File: src/rtl/spi_cfg_pkg.sv
// Shared constants, receive-FSM state type and frame helpers for the SPI
// configuration receiver.
package spi_cfg_pkg;

    localparam logic [7:0]  HDR_BYTE  = 8'hA5;
    localparam int unsigned FRAME_LEN = 8;

    localparam logic [7:0] WAVE_SIN = 8'd1;
    localparam logic [7:0] WAVE_SQU = 8'd2;
    localparam logic [7:0] WAVE_TRI = 8'd3;

    typedef enum logic [2:0] {
        ST_IDLE  = 3'd0,
        ST_HDR   = 3'd1,
        ST_BODY  = 3'd2,
        ST_CHK   = 3'd3,
        ST_DRAIN = 3'd4
    } rx_state_t;

    function automatic logic wave_valid(input logic [7:0] wave);
        return (wave == WAVE_SIN) || (wave == WAVE_SQU) || (wave == WAVE_TRI);
    endfunction

endpackage

File: src/rtl/spi_cfg_receiver_if.sv
// SPI pin bundle between the STM32 master and the configuration receiver.
interface spi_cfg_receiver_if;

    logic spi_sck;
    logic spi_cs_n;
    logic spi_mosi;
    logic spi_miso;

    modport master (output spi_sck, output spi_cs_n, output spi_mosi, input spi_miso);
    modport slave  (input spi_sck, input spi_cs_n, input spi_mosi, output spi_miso);

endinterface

File: src/rtl/spi_cfg_receiver_chk.sv
// Protocol checker: SCK half-period lower bound and strobe exclusivity.
module spi_cfg_receiver_chk #(
    parameter int SCK_MIN_HALF = 3
) (
    input logic clk,
    input logic rst,
    input logic sck_edge,
    input logic cs_n_sync,
    input logic cfg_stb,
    input logic frame_err
);

    logic [7:0] run_r;
    logic       seen_r;

    // Cycles since the previous synchronized SCK edge, saturating.
    always_ff @(posedge clk or posedge rst) begin
        if (rst) begin
            run_r  <= 8'd0;
            seen_r <= 1'b0;
        end else if (sck_edge) begin
            run_r  <= 8'd0;
            seen_r <= 1'b1;
        end else if (run_r != 8'hFF) begin
            run_r <= run_r + 8'd1;
        end
    end

    a_sck_half: assert property (@(posedge clk) disable iff (rst)
        (sck_edge && seen_r && !cs_n_sync) |-> (run_r >= 8'(SCK_MIN_HALF - 1)));

    a_strobe_excl: assert property (@(posedge clk) disable iff (rst)
        !(cfg_stb && frame_err));

endmodule

File: src/rtl/spi_cfg_receiver_pin_sync.sv
// Two-flop synchronizer for SCK/CS/MOSI followed by a registered edge detector;
// every output lags its pin by three clk edges.
module spi_pin_sync (
    input  logic clk,
    input  logic rst,
    input  logic sck,
    input  logic cs_n,
    input  logic mosi,
    output logic sck_rise,
    output logic sck_fall,
    output logic cs_rise,
    output logic cs_fall,
    output logic cs_n_sync,
    output logic mosi_sync
);

    logic [1:0] sck_ff_r;
    logic [1:0] cs_ff_r;
    logic [1:0] mosi_ff_r;
    logic       sck_d_r;
    logic       cs_d_r;

    // CS resets to "selected" so that a reset taken mid-frame never fakes a
    // CS fall; the only possible spurious edge is a rise seen while idle.
    always_ff @(posedge clk or posedge rst) begin
        if (rst) begin
            sck_ff_r  <= 2'b00;
            cs_ff_r   <= 2'b00;
            mosi_ff_r <= 2'b00;
            sck_d_r   <= 1'b0;
            cs_d_r    <= 1'b0;
            sck_rise  <= 1'b0;
            sck_fall  <= 1'b0;
            cs_rise   <= 1'b0;
            cs_fall   <= 1'b0;
            cs_n_sync <= 1'b0;
            mosi_sync <= 1'b0;
        end else begin
            sck_ff_r  <= {sck_ff_r[0], sck};
            cs_ff_r   <= {cs_ff_r[0], cs_n};
            mosi_ff_r <= {mosi_ff_r[0], mosi};
            sck_d_r   <= sck_ff_r[1];
            cs_d_r    <= cs_ff_r[1];
            sck_rise  <= sck_ff_r[1] & ~sck_d_r;
            sck_fall  <= ~sck_ff_r[1] & sck_d_r;
            cs_rise   <= cs_ff_r[1] & ~cs_d_r;
            cs_fall   <= ~cs_ff_r[1] & cs_d_r;
            cs_n_sync <= cs_ff_r[1];
            mosi_sync <= mosi_ff_r[1];
        end
    end

endmodule

File: src/rtl/spi_cfg_receiver.sv
// SPI slave that receives 8-byte waveform configuration frames, validates
// header/wave/checksum and commits wave, frequency and amplitude atomically.
module spi_cfg_receiver
    import spi_cfg_pkg::*;
#(
    parameter int SCK_MIN_HALF = 3
) (
    input  logic                     clk,
    input  logic                     rst,
    spi_cfg_receiver_if.slave        spi,
    output logic [7:0]               pic_dat,
    output logic [23:0]              fre_dat,
    output logic [15:0]              amp_dat,
    output logic                     SPI_OK,
    output logic                     cfg_stb,
    output logic                     frame_err
);

    localparam logic [2:0] LAST_BODY_IDX = 3'(FRAME_LEN - 2);

    rx_state_t   state_r;
    rx_state_t   state_next;
    logic        sck_rise_s;
    logic        sck_fall_s;
    logic        cs_rise_s;
    logic        cs_fall_s;
    logic        cs_n_sync_s;
    logic        mosi_s;
    logic [2:0]  bit_cnt_r;
    logic [2:0]  byte_cnt_r;
    logic [6:0]  sr_r;
    logic [7:0]  xor_r;
    logic [47:0] shadow_r;
    logic [7:0]  miso_sr_r;
    logic        miso_r;
    logic        last_err_r;
    logic [7:0]  byte_s;
    logic [7:0]  status_s;
    logic        byte_done_s;
    logic        rx_active_s;
    logic        commit_s;
    logic        reject_s;
    logic        capture_s;

    spi_pin_sync u_sync (
        .clk       (clk),
        .rst       (rst),
        .sck       (spi.spi_sck),
        .cs_n      (spi.spi_cs_n),
        .mosi      (spi.spi_mosi),
        .sck_rise  (sck_rise_s),
        .sck_fall  (sck_fall_s),
        .cs_rise   (cs_rise_s),
        .cs_fall   (cs_fall_s),
        .cs_n_sync (cs_n_sync_s),
        .mosi_sync (mosi_s)
    );

    spi_cfg_receiver_chk #(.SCK_MIN_HALF(SCK_MIN_HALF)) u_chk (
        .clk       (clk),
        .rst       (rst),
        .sck_edge  (sck_rise_s | sck_fall_s),
        .cs_n_sync (cs_n_sync_s),
        .cfg_stb   (cfg_stb),
        .frame_err (frame_err)
    );

    assign byte_s      = {sr_r, mosi_s};
    assign byte_done_s = (bit_cnt_r == 3'd7);
    assign rx_active_s = (state_r == ST_HDR) || (state_r == ST_BODY) || (state_r == ST_CHK);
    assign status_s    = {6'b000000, last_err_r, SPI_OK};
    assign spi.spi_miso = miso_r;

    // Receive state register.
    always_ff @(posedge clk or posedge rst) begin
        if (rst) begin
            state_r <= ST_IDLE;
        end else begin
            state_r <= state_next;
        end
    end

    // Next state and frame verdict; CS edges take priority over SCK.
    always_comb begin
        state_next = state_r;
        commit_s   = 1'b0;
        reject_s   = 1'b0;
        capture_s  = 1'b0;
        if (cs_fall_s) begin
            state_next = ST_HDR;
        end else if (cs_rise_s) begin
            state_next = ST_IDLE;
            reject_s   = rx_active_s;
        end else if (sck_rise_s && rx_active_s && byte_done_s) begin
            case (state_r)
                ST_HDR: begin
                    if (byte_s == HDR_BYTE) begin
                        state_next = ST_BODY;
                    end else begin
                        state_next = ST_DRAIN;
                        reject_s   = 1'b1;
                    end
                end
                ST_BODY: begin
                    capture_s = 1'b1;
                    if (byte_cnt_r == LAST_BODY_IDX) begin
                        state_next = ST_CHK;
                    end else begin
                        state_next = ST_BODY;
                    end
                end
                ST_CHK: begin
                    state_next = ST_DRAIN;
                    if ((byte_s == xor_r) && wave_valid(shadow_r[47:40])) begin
                        commit_s = 1'b1;
                    end else begin
                        reject_s = 1'b1;
                    end
                end
                default: begin
                    state_next = state_r;
                end
            endcase
        end else begin
            state_next = state_r;
        end
    end

    // Bit/byte counters, shift register, shadow frame and running XOR.
    always_ff @(posedge clk or posedge rst) begin
        if (rst) begin
            bit_cnt_r  <= 3'd0;
            byte_cnt_r <= 3'd0;
            sr_r       <= 7'd0;
            xor_r      <= 8'd0;
            shadow_r   <= 48'd0;
        end else if (cs_fall_s || cs_rise_s) begin
            bit_cnt_r  <= 3'd0;
            byte_cnt_r <= 3'd0;
            sr_r       <= 7'd0;
            xor_r      <= 8'd0;
            shadow_r   <= 48'd0;
        end else if (sck_rise_s && rx_active_s) begin
            bit_cnt_r <= bit_cnt_r + 3'd1;
            sr_r      <= byte_s[6:0];
            if (byte_done_s) begin
                byte_cnt_r <= byte_cnt_r + 3'd1;
            end
            if (capture_s) begin
                shadow_r <= {shadow_r[39:0], byte_s};
                xor_r    <= xor_r ^ byte_s;
            end
        end
    end

    // Committed configuration, sticky status and one-cycle event strobes.
    always_ff @(posedge clk or posedge rst) begin
        if (rst) begin
            pic_dat    <= WAVE_SIN;
            fre_dat    <= 24'd0;
            amp_dat    <= 16'd0;
            SPI_OK     <= 1'b0;
            cfg_stb    <= 1'b0;
            frame_err  <= 1'b0;
            last_err_r <= 1'b0;
        end else begin
            cfg_stb   <= commit_s;
            frame_err <= reject_s;
            if (commit_s) begin
                pic_dat    <= shadow_r[47:40];
                fre_dat    <= shadow_r[39:16];
                amp_dat    <= shadow_r[15:0];
                SPI_OK     <= 1'b1;
                last_err_r <= 1'b0;
            end else if (reject_s) begin
                last_err_r <= 1'b1;
            end
        end
    end

    // Status readback: MSB appears with CS fall, later bits on SCK falls.
    always_ff @(posedge clk or posedge rst) begin
        if (rst) begin
            miso_sr_r <= 8'd0;
            miso_r    <= 1'b0;
        end else if (cs_fall_s) begin
            miso_r    <= status_s[7];
            miso_sr_r <= {status_s[6:0], 1'b0};
        end else if (cs_n_sync_s) begin
            miso_r    <= 1'b0;
            miso_sr_r <= 8'd0;
        end else if (sck_fall_s) begin
            miso_r    <= miso_sr_r[7];
            miso_sr_r <= {miso_sr_r[6:0], 1'b0};
        end
    end

endmodule

File: src/flat_wrapper.sv
// flat-port wrapper written by rule: the top's interface ports become plain ports
module spi_cfg_receiver_flat import spi_cfg_pkg::*;
#(
    parameter int SCK_MIN_HALF = 3
)
  (clk, rst, pic_dat, fre_dat, amp_dat, SPI_OK, cfg_stb, frame_err, spi_spi_sck, spi_spi_cs_n, spi_spi_mosi, spi_spi_miso);
  spi_cfg_receiver_if spi_i ();
  input  logic clk;
  input  logic rst;
  output logic [7:0] pic_dat;
  output logic [23:0] fre_dat;
  output logic [15:0] amp_dat;
  output logic SPI_OK;
  output logic cfg_stb;
  output logic frame_err;
  input wire logic [$bits(spi_i.spi_sck)-1:0] spi_spi_sck;
  input wire logic [$bits(spi_i.spi_cs_n)-1:0] spi_spi_cs_n;
  input wire logic [$bits(spi_i.spi_mosi)-1:0] spi_spi_mosi;
  output wire logic [$bits(spi_i.spi_miso)-1:0] spi_spi_miso;
  assign spi_i.spi_sck = spi_spi_sck;
  assign spi_i.spi_cs_n = spi_spi_cs_n;
  assign spi_i.spi_mosi = spi_spi_mosi;
  assign spi_spi_miso = spi_i.spi_miso;
  spi_cfg_receiver #(.SCK_MIN_HALF(SCK_MIN_HALF)) u_core (.clk(clk), .rst(rst), .spi(spi_i), .pic_dat(pic_dat), .fre_dat(fre_dat), .amp_dat(amp_dat), .SPI_OK(SPI_OK), .cfg_stb(cfg_stb), .frame_err(frame_err));
endmodule
File: config.mk
export PLATFORM = sky130hd
export DESIGN_NAME = spi_cfg_receiver_flat
export DESIGN_NICKNAME = d
export VERILOG_FILES = /design/src/rtl/spi_cfg_pkg.sv /design/src/rtl/spi_cfg_receiver_if.sv /design/src/rtl/spi_cfg_receiver_chk.sv /design/src/rtl/spi_cfg_receiver_pin_sync.sv /design/src/rtl/spi_cfg_receiver.sv /design/src/flat_wrapper.sv
export SDC_FILE = /design/constraint.sdc
export NUM_CORES = 1
export LEC_CHECK = 0
export ABC_AREA = 1
export CAP_MARGIN = 20
export CORE_MARGIN = 1.5
export CORE_UTILIZATION = 56
export CTS_CLUSTER_SIZE = 30
export DETAILED_ROUTE_END_ITERATION = 8
export PLACE_DENSITY = 0.79
export SYNTH_ARGS = -nofsm -noshare
export SYNTH_HDL_FRONTEND = slang
export SYNTH_SLANG_ARGS = --single-unit
File: constraint.sdc
create_clock -name clk -period 6.68 [get_ports clk]
set_input_delay 1.336 -clock clk [delete_from_list [all_inputs] [get_ports clk]]
set_output_delay 1.336 -clock clk [all_outputs]
set_load 0.02 [all_outputs]
==> results of run 1 <==
==> flip-flops by register name (all words and copies together), names as in the netlist, 2 cells and up <==
name and cells:
u_core.sr_r 7, u_core.u_sync.cs_ff_r 2, u_core.shadow_r 48, u_core.xor_r 8, u_core.byte_cnt_r 3, u_core.state_r 3
u_core.u_sync.sck_ff_r 2, u_core.miso_sr_r 7, u_core.u_sync.mosi_ff_r 2, u_core.fre_dat 24, u_core.amp_dat 16, u_core.bit_cnt_r 3
u_core.pic_dat 8
==> cell usage in the layout, fill, tap and decap left out, types with 2 or more instances in the layout <==
| cell type | Yosys | routed |
|---|---|---|
| dfrtp_1 | 144 | 144 |
| nand2_1 | 104 | 104 |
| inv_1 | 89 | 88 |
| clkdlybuf4s50_1 | 0 | 56 |
| o21ai_1 | 41 | 41 |
| o22ai_1 | 37 | 37 |
| nor2_1 | 32 | 32 |
| o21ai_0 | 26 | 26 |
| clkbuf_16 | 0 | 16 |
| o22ai_2 | 10 | 10 |
| nand3_1 | 7 | 7 |
| a21oi_1 | 5 | 5 |
| inv_2 | 4 | 4 |
| clkinv_4 | 1 | 4 |
| ha_1 | 4 | 4 |
| clkinvlp_4 | 0 | 4 |
| inv_6 | 0 | 3 |
| o21ai_2 | 3 | 3 |
| nor2_2 | 2 | 2 |
| nand2_2 | 2 | 2 |
| nand2_4 | 2 | 2 |
| nand4_1 | 2 | 2 |
| a22o_1 | 2 | 2 |
| clkbuf_8 | 0 | 2 |
| inv_8 | 0 | 2 |
==> final cells by class <==
type                    count  area [um2]
repair buffers             59         616
flip-flops and latches    145        3630
well taps                 133         166
multi-input cells         288        1510
clock buffers              18         428
inverters                  95         367
clock inverters            13         131
fillers                   696        2930
==> power groups by stage <==
stage                     Sequential [uW]  Combinational [uW]  Clock, uW
final                                 893                56.2        882
after global routing                  893                64.0        932
after CTS                             893                55.4        890
after detailed placement              909                55.2          0
after global placement                908                54.0          0
after floorplan                       908                43.8          0
==> worst paths after layout <==
kind                                                 start                          to  slack, ns  cells after the start
worst max register to register         u_core.bit_cnt_r[0]          u_core.shadow_r[2]       4.41                      9
worst min-delay path            u_core.u_sync.mosi_ff_r[0]  u_core.u_sync.mosi_ff_r[1]       0.35                      0
min in group asynchronous                              rst  u_core.u_sync.mosi_ff_r[0]       1.26                      2
max in group asynchronous                              rst          u_core.fre_dat[22]       4.07                      3
worst max-delay path                     u_core.pic_dat[0]                  pic_dat[0]       3.70                      1
worst min register to register  u_core.u_sync.mosi_ff_r[0]  u_core.u_sync.mosi_ff_r[1]       0.35                      0
==> per-layer routing <==
metal	track usage	up-vias	routed length, um
met4	0.0634	0	108
met1	0.287	1911	4720
met5	0	-	0
li1	-	1885	-
met2	0.349	90	5400
met3	0.0565	10	461
==> stage by stage <==
step / util / worst slack (ns) / power, uW / instances
after floorplan: - / 1.45 / 951 / 549
after global placement: 0.639 / 3.46 / 962 / 718
after detailed placement: 0.641 / 3.43 / 964 / 719
after CTS: 0.699 / 3.69 / 1840 / 750
after global routing: 0.701 / 3.67 / 1890 / 751
final: 0.701 / 3.70 / 1830 / 751
==> kinds of logic (layout without fill, tap and decap cells) <==
kind of cell,count (synthesis),in the layout,share of synthesized area
and+or+nand+nor,154,154,0.114
buffers and inverters,116,185,0.0921
DFF,145,145,0.642
adders and majority gates,4,4,0.00886
xor gates and xnor gates,1,1,0.00155
AOI/OAI and AO/OA,129,129,0.141
==> results.sh, run 1 <==
export IMPL_outcome="finished, final reports clean"
export IMPL_clkLatencyLatePin_ns=0.53
export IMPL_fin_setup_tns_ns=0
export IMPL_rsz0062_at_grt="false"
export IMPL_grt_pass1_vias=3677
export IMPL_crit_slowest_cell="clkdlybuf4s50_1"
export IMPL_cts_hold_buffers=0
export IMPL_cts_setup_buffers=0
export IMPL_wire_per_inst_um=14.2
export IMPL_cts_buffers=17
export IMPL_p_int_uw=1410
export IMPL_ys_seq_area_frac=0.642
export IMPL_period_share=0.445
export IMPL_hold_viol=0
export IMPL_hold_class="register to register"
export IMPL_antenna_cells=0
export IMPL_antenna_left=0
export IMPL_ir_worst_vdd_v=0.000162
export IMPL_gp_congestion=0.853
export IMPL_dr_total_vias=3896
export IMPL_placed_area_mm2=0.00627
export IMPL_netlist_instances=549
export IMPL_synth_ff_type="dfrtp_1"
export IMPL_maxSlewHeadroom=0.386
export IMPL_routed_wirelength_um=10700
export IMPL_root_buffer="clkbuf_8"
export IMPL_synth_top_area_frac=0.638
export IMPL_cpPeakStageDelay_ns=0.59
export IMPL_grt_max_degree=78
export IMPL_synth_ff_latch_count=145
export IMPL_power_frac_comb=0.031
export IMPL_drtIter0Drc=207
export IMPL_area_delta_synth_final_pct=21.2
export IMPL_worst_pin_slew_ns=0.922
export IMPL_syn_area_per_cell_um2=10.3
export IMPL_antenna_found_initial=0
export IMPL_powerDensity_mw_per_mm2=267
export IMPL_async_reset_ff_frac=1.00
export IMPL_syn_nets=558
export IMPL_viasPerCell=5.19
export IMPL_cp_num_buf_inv=1
export IMPL_num_rows=36
export IMPL_port_buffers=56
export IMPL_die_w_um=103
export IMPL_worstSetupPathType="register to output port"
export IMPL_crit_chain="clkdlybuf4s50_1"
export IMPL_p_clk_frac=0.482
export IMPL_period_needed_ns=2.98
export IMPL_yosysMostFrequentCell="dfrtp_1"
export IMPL_dieArea_mm2=0.0107
export IMPL_crit_path_max_fanout=2
export IMPL_cts_tree="done"
export IMPL_die_h_um=103
export IMPL_clock_path_buffers=2
export IMPL_synth_common_cells="144 x dfrtp_1, 104 x nand2_1, 89 x inv_1"
export IMPL_ioPinCount=57
export IMPL_cts_max_level=4
export IMPL_worst_setup_path_end_kind="output port"
export IMPL_netSwitchingPower_uw=421
export IMPL_fin_area_mm2=0.00685
export IMPL_clkSinkCount=145
export IMPL_critPathArrivalTime_ns=1.64
export IMPL_clk_pin_slew_ns=0.06
export IMPL_cpLargestDelayFamily="buffers and inverters"
export IMPL_synth_edf_count=0
export IMPL_p_seq_frac=0.488
export IMPL_drcViolationCount=0
export IMPL_start_kind="register"
export IMPL_layout_nets=615
export IMPL_dr_pass1_iters=4
export IMPL_core_mm2=0.00977
export IMPL_drv_slew=0
export IMPL_initial_utilization=0.578
export IMPL_grt_pass1_wl_um=17400
export IMPL_yosysWarnings=0
export IMPL_max_freq_mhz=336
export IMPL_worst_hold_slack_ns=0.350
export IMPL_netlist_top_cells_area="dfrtp_1 64%, nand2_1 6.9%, inv_1 5.9%, o22ai_1 4.1%, o21ai_1 3.6%"
export IMPL_critPathRequiredTime_ns=5.34
export IMPL_cts_resized=0
export IMPL_dp_hpwl_um=6580
export IMPL_grt_overflow=0
export IMPL_setup_viol=0
export IMPL_drive_gt1_frac=0.102
export IMPL_syn_area_mm2=0.00565
export IMPL_synth_top_area_cell="dfrtp_1"
export IMPL_track_usage=0.215
export IMPL_finalClockSkew_ns=0.00970
export IMPL_maxCapViolations=0
export IMPL_p_leak_uw=0.00312
export IMPL_switching_share=0.230
export IMPL_ys_types=33
Note: power is estimated with default switching activity, not from simulation.
==> run 2, diff against run 1 <==
--- a/config.mk
+++ b/config.mk
@@ -8,10 +8,10 @@
 export ABC_AREA = 1
 export CAP_MARGIN = 20
 export CORE_MARGIN = 1.5
-export CORE_UTILIZATION = 56
+export CORE_UTILIZATION = 51
 export CTS_CLUSTER_SIZE = 30
 export DETAILED_ROUTE_END_ITERATION = 8
-export PLACE_DENSITY = 0.79
+export PLACE_DENSITY = 0.76
 export SYNTH_ARGS = -nofsm -noshare
 export SYNTH_HDL_FRONTEND = slang
 export SYNTH_SLANG_ARGS = --single-unit
==> constraint.sdc (replaced) <==
create_clock -name clk -period 2.4 [get_ports clk]
set_input_delay 0.48 -clock clk [delete_from_list [all_inputs] [get_ports clk]]
set_output_delay 0.48 -clock clk [all_outputs]
set_load 0.02 [all_outputs]
==> results.sh, run 2 (same netlist as run 1, synthesis figures left out) <==
export IMPL_outcome="finished, final reports clean"
export IMPL_drive_gt1_frac=0.111
export IMPL_fill_cells=848
export IMPL_ir_worst_vdd_v=0.000462
export IMPL_clkSinkCount=145
export IMPL_rsz0062_at_grt="false"
export IMPL_regArea_mm2=0.00363
export IMPL_area_delta_synth_final_pct=23.1
export IMPL_grt_util_met3=0.0561
export IMPL_grt_pass1_wl_um=18900
export IMPL_powerDensity_mw_per_mm2=764
export IMPL_drtIter0Drc=225
export IMPL_max_freq_mhz=470
export IMPL_antenna_left=0
export IMPL_grt_met2_usage=0.335
export IMPL_cts_tree="done"
export IMPL_gp_congestion=0.821
export IMPL_cp_num_buf_inv=1
export IMPL_cts_setup_buffers=0
export IMPL_wire_per_inst_um=14.4
export IMPL_dp_slack_ns=0.496
export IMPL_antenna_found_initial=0
export IMPL_clkLatencyLatePin_ns=0.54
export IMPL_grt_busiest_layer="met2"
export IMPL_worst_setup_path_end_kind="output port"
export IMPL_worstSetupPathType="register to output port"
export IMPL_start_kind="register"
export IMPL_cpLargestDelayFamily="buffers and inverters"
export IMPL_crit_chain="clkdlybuf4s50_1"
export IMPL_core_mm2=0.0108
export IMPL_placed_area_mm2=0.00635
export IMPL_port_buffers=56
export IMPL_viasPerCell=5.22
export IMPL_initial_utilization=0.521
export IMPL_ioPinCount=57
export IMPL_dr_total_vias=3988
export IMPL_cts_max_level=4
export IMPL_clock_path_buffers=2
export IMPL_cts_hold_buffers=0
export IMPL_grt_max_degree=80
export IMPL_largest_reg_flops=48
export IMPL_root_buffer="clkbuf_8"
export IMPL_layout_nets=620
export IMPL_most_common_layout_cells="144 x dfrtp_1, 104 x nand2_1, 88 x inv_1"
export IMPL_cts_resized=0
export IMPL_p_leak_uw=0.00317
export IMPL_dp_hpwl_um=7190
export IMPL_period_needed_ns=2.13
export IMPL_multi_input_area_mm2=0.00151
export IMPL_hold_viol=0
export IMPL_drv_slew=0
export IMPL_crit_slowest_cell="clkdlybuf4s50_1"
export IMPL_track_usage=0.212
export IMPL_fin_setup_tns_ns=0
export IMPL_dieArea_mm2=0.0117
export IMPL_reg_largest_list="u_core.shadow_r (48), u_core.fre_dat (24), u_core.amp_dat (16)"
export IMPL_maxCapViolations=0
export IMPL_critPathRequiredTime_ns=1.92
export IMPL_cpPeakStageDelay_ns=0.59
export IMPL_final_cells=764
export IMPL_max_flop_register="u_core.shadow_r"
export IMPL_worst_pin_slew_ns=0.404
export IMPL_finalClockSkew_ns=0.0102
export IMPL_routed_wirelength_um=11000
export IMPL_clk_pin_slew_ns=0.06
export IMPL_crit_path_max_fanout=2
export IMPL_die_w_um=108
export IMPL_grt_pass1_vias=3818
export IMPL_cts_buffers=17
export IMPL_grt_overflow=0
export IMPL_hold_class="primary input to async pin"
export IMPL_use_met1=0.285
export IMPL_final_common_cell="dfrtp_1"
export IMPL_period_share=0.887
export IMPL_maxSlewHeadroom=0.730
export IMPL_critPathArrivalTime_ns=1.65
export IMPL_setup_viol=0
export IMPL_antenna_cells=0
export IMPL_die_h_um=108
export IMPL_dp_cells=732
export IMPL_num_rows=38
export IMPL_fin_area_mm2=0.00696
export IMPL_final_util=0.642
export IMPL_setup_ws_ns=0.272
export IMPL_dr_pass1_iters=4
export IMPL_drcViolationCount=0
## run 2: area by class of cell
cell class,instances,share of cell area
Clock buffer,18,0.0615
Clock inverter,14,0.0257
Inverter,95,0.0525
Multi-Input combinational cell,288,0.217
Sequential cell,145,0.522
Tap cell,140,0.0252
Timing Repair Buffer,64,0.0964
## run 2: power breakdown
group          switching, uW  internal, uW
sequential              15.6          2470
combinational            122          46.5
clock                   1040          1630
total                   1180          4140
## run 2: final timing paths
check | cells past startpoint | endpoint | from | slack [ns]
worst max register to register | 10 | u_core.amp_dat[11] | u_core.state_r[1] | 0.45
worst min-delay path | 2 | u_core.u_sync.mosi_ff_r[0] | rst | 0.20
worst min register to register | 0 | u_core.u_sync.mosi_sync | u_core.u_sync.mosi_ff_r[1] | 0.35
min in group clk | 0 | u_core.u_sync.mosi_sync | u_core.u_sync.mosi_ff_r[1] | 0.35
worst max-delay path | 1 | pic_dat[0] | u_core.pic_dat[0] | 0.27
max in group asynchronous | 3 | u_core.pic_dat[0] | rst | 1.55
## run 2: metrics by stage
step	hold slack, ns	total power [uW]
global route	0.207	5480
floorplan	0.331	2650
detailed placement	0.335	2700
CTS	0.191	5360
global placement	0.333	2690
finish	0.198	5320
## run 2: routing by layer
layer / up-vias / routed length, um
met3: 22 / 511
li1: 1910 / -
met1: 1960 / 4770
met4: 0 / 175
met2: 96 / 5530
met5: - / 0
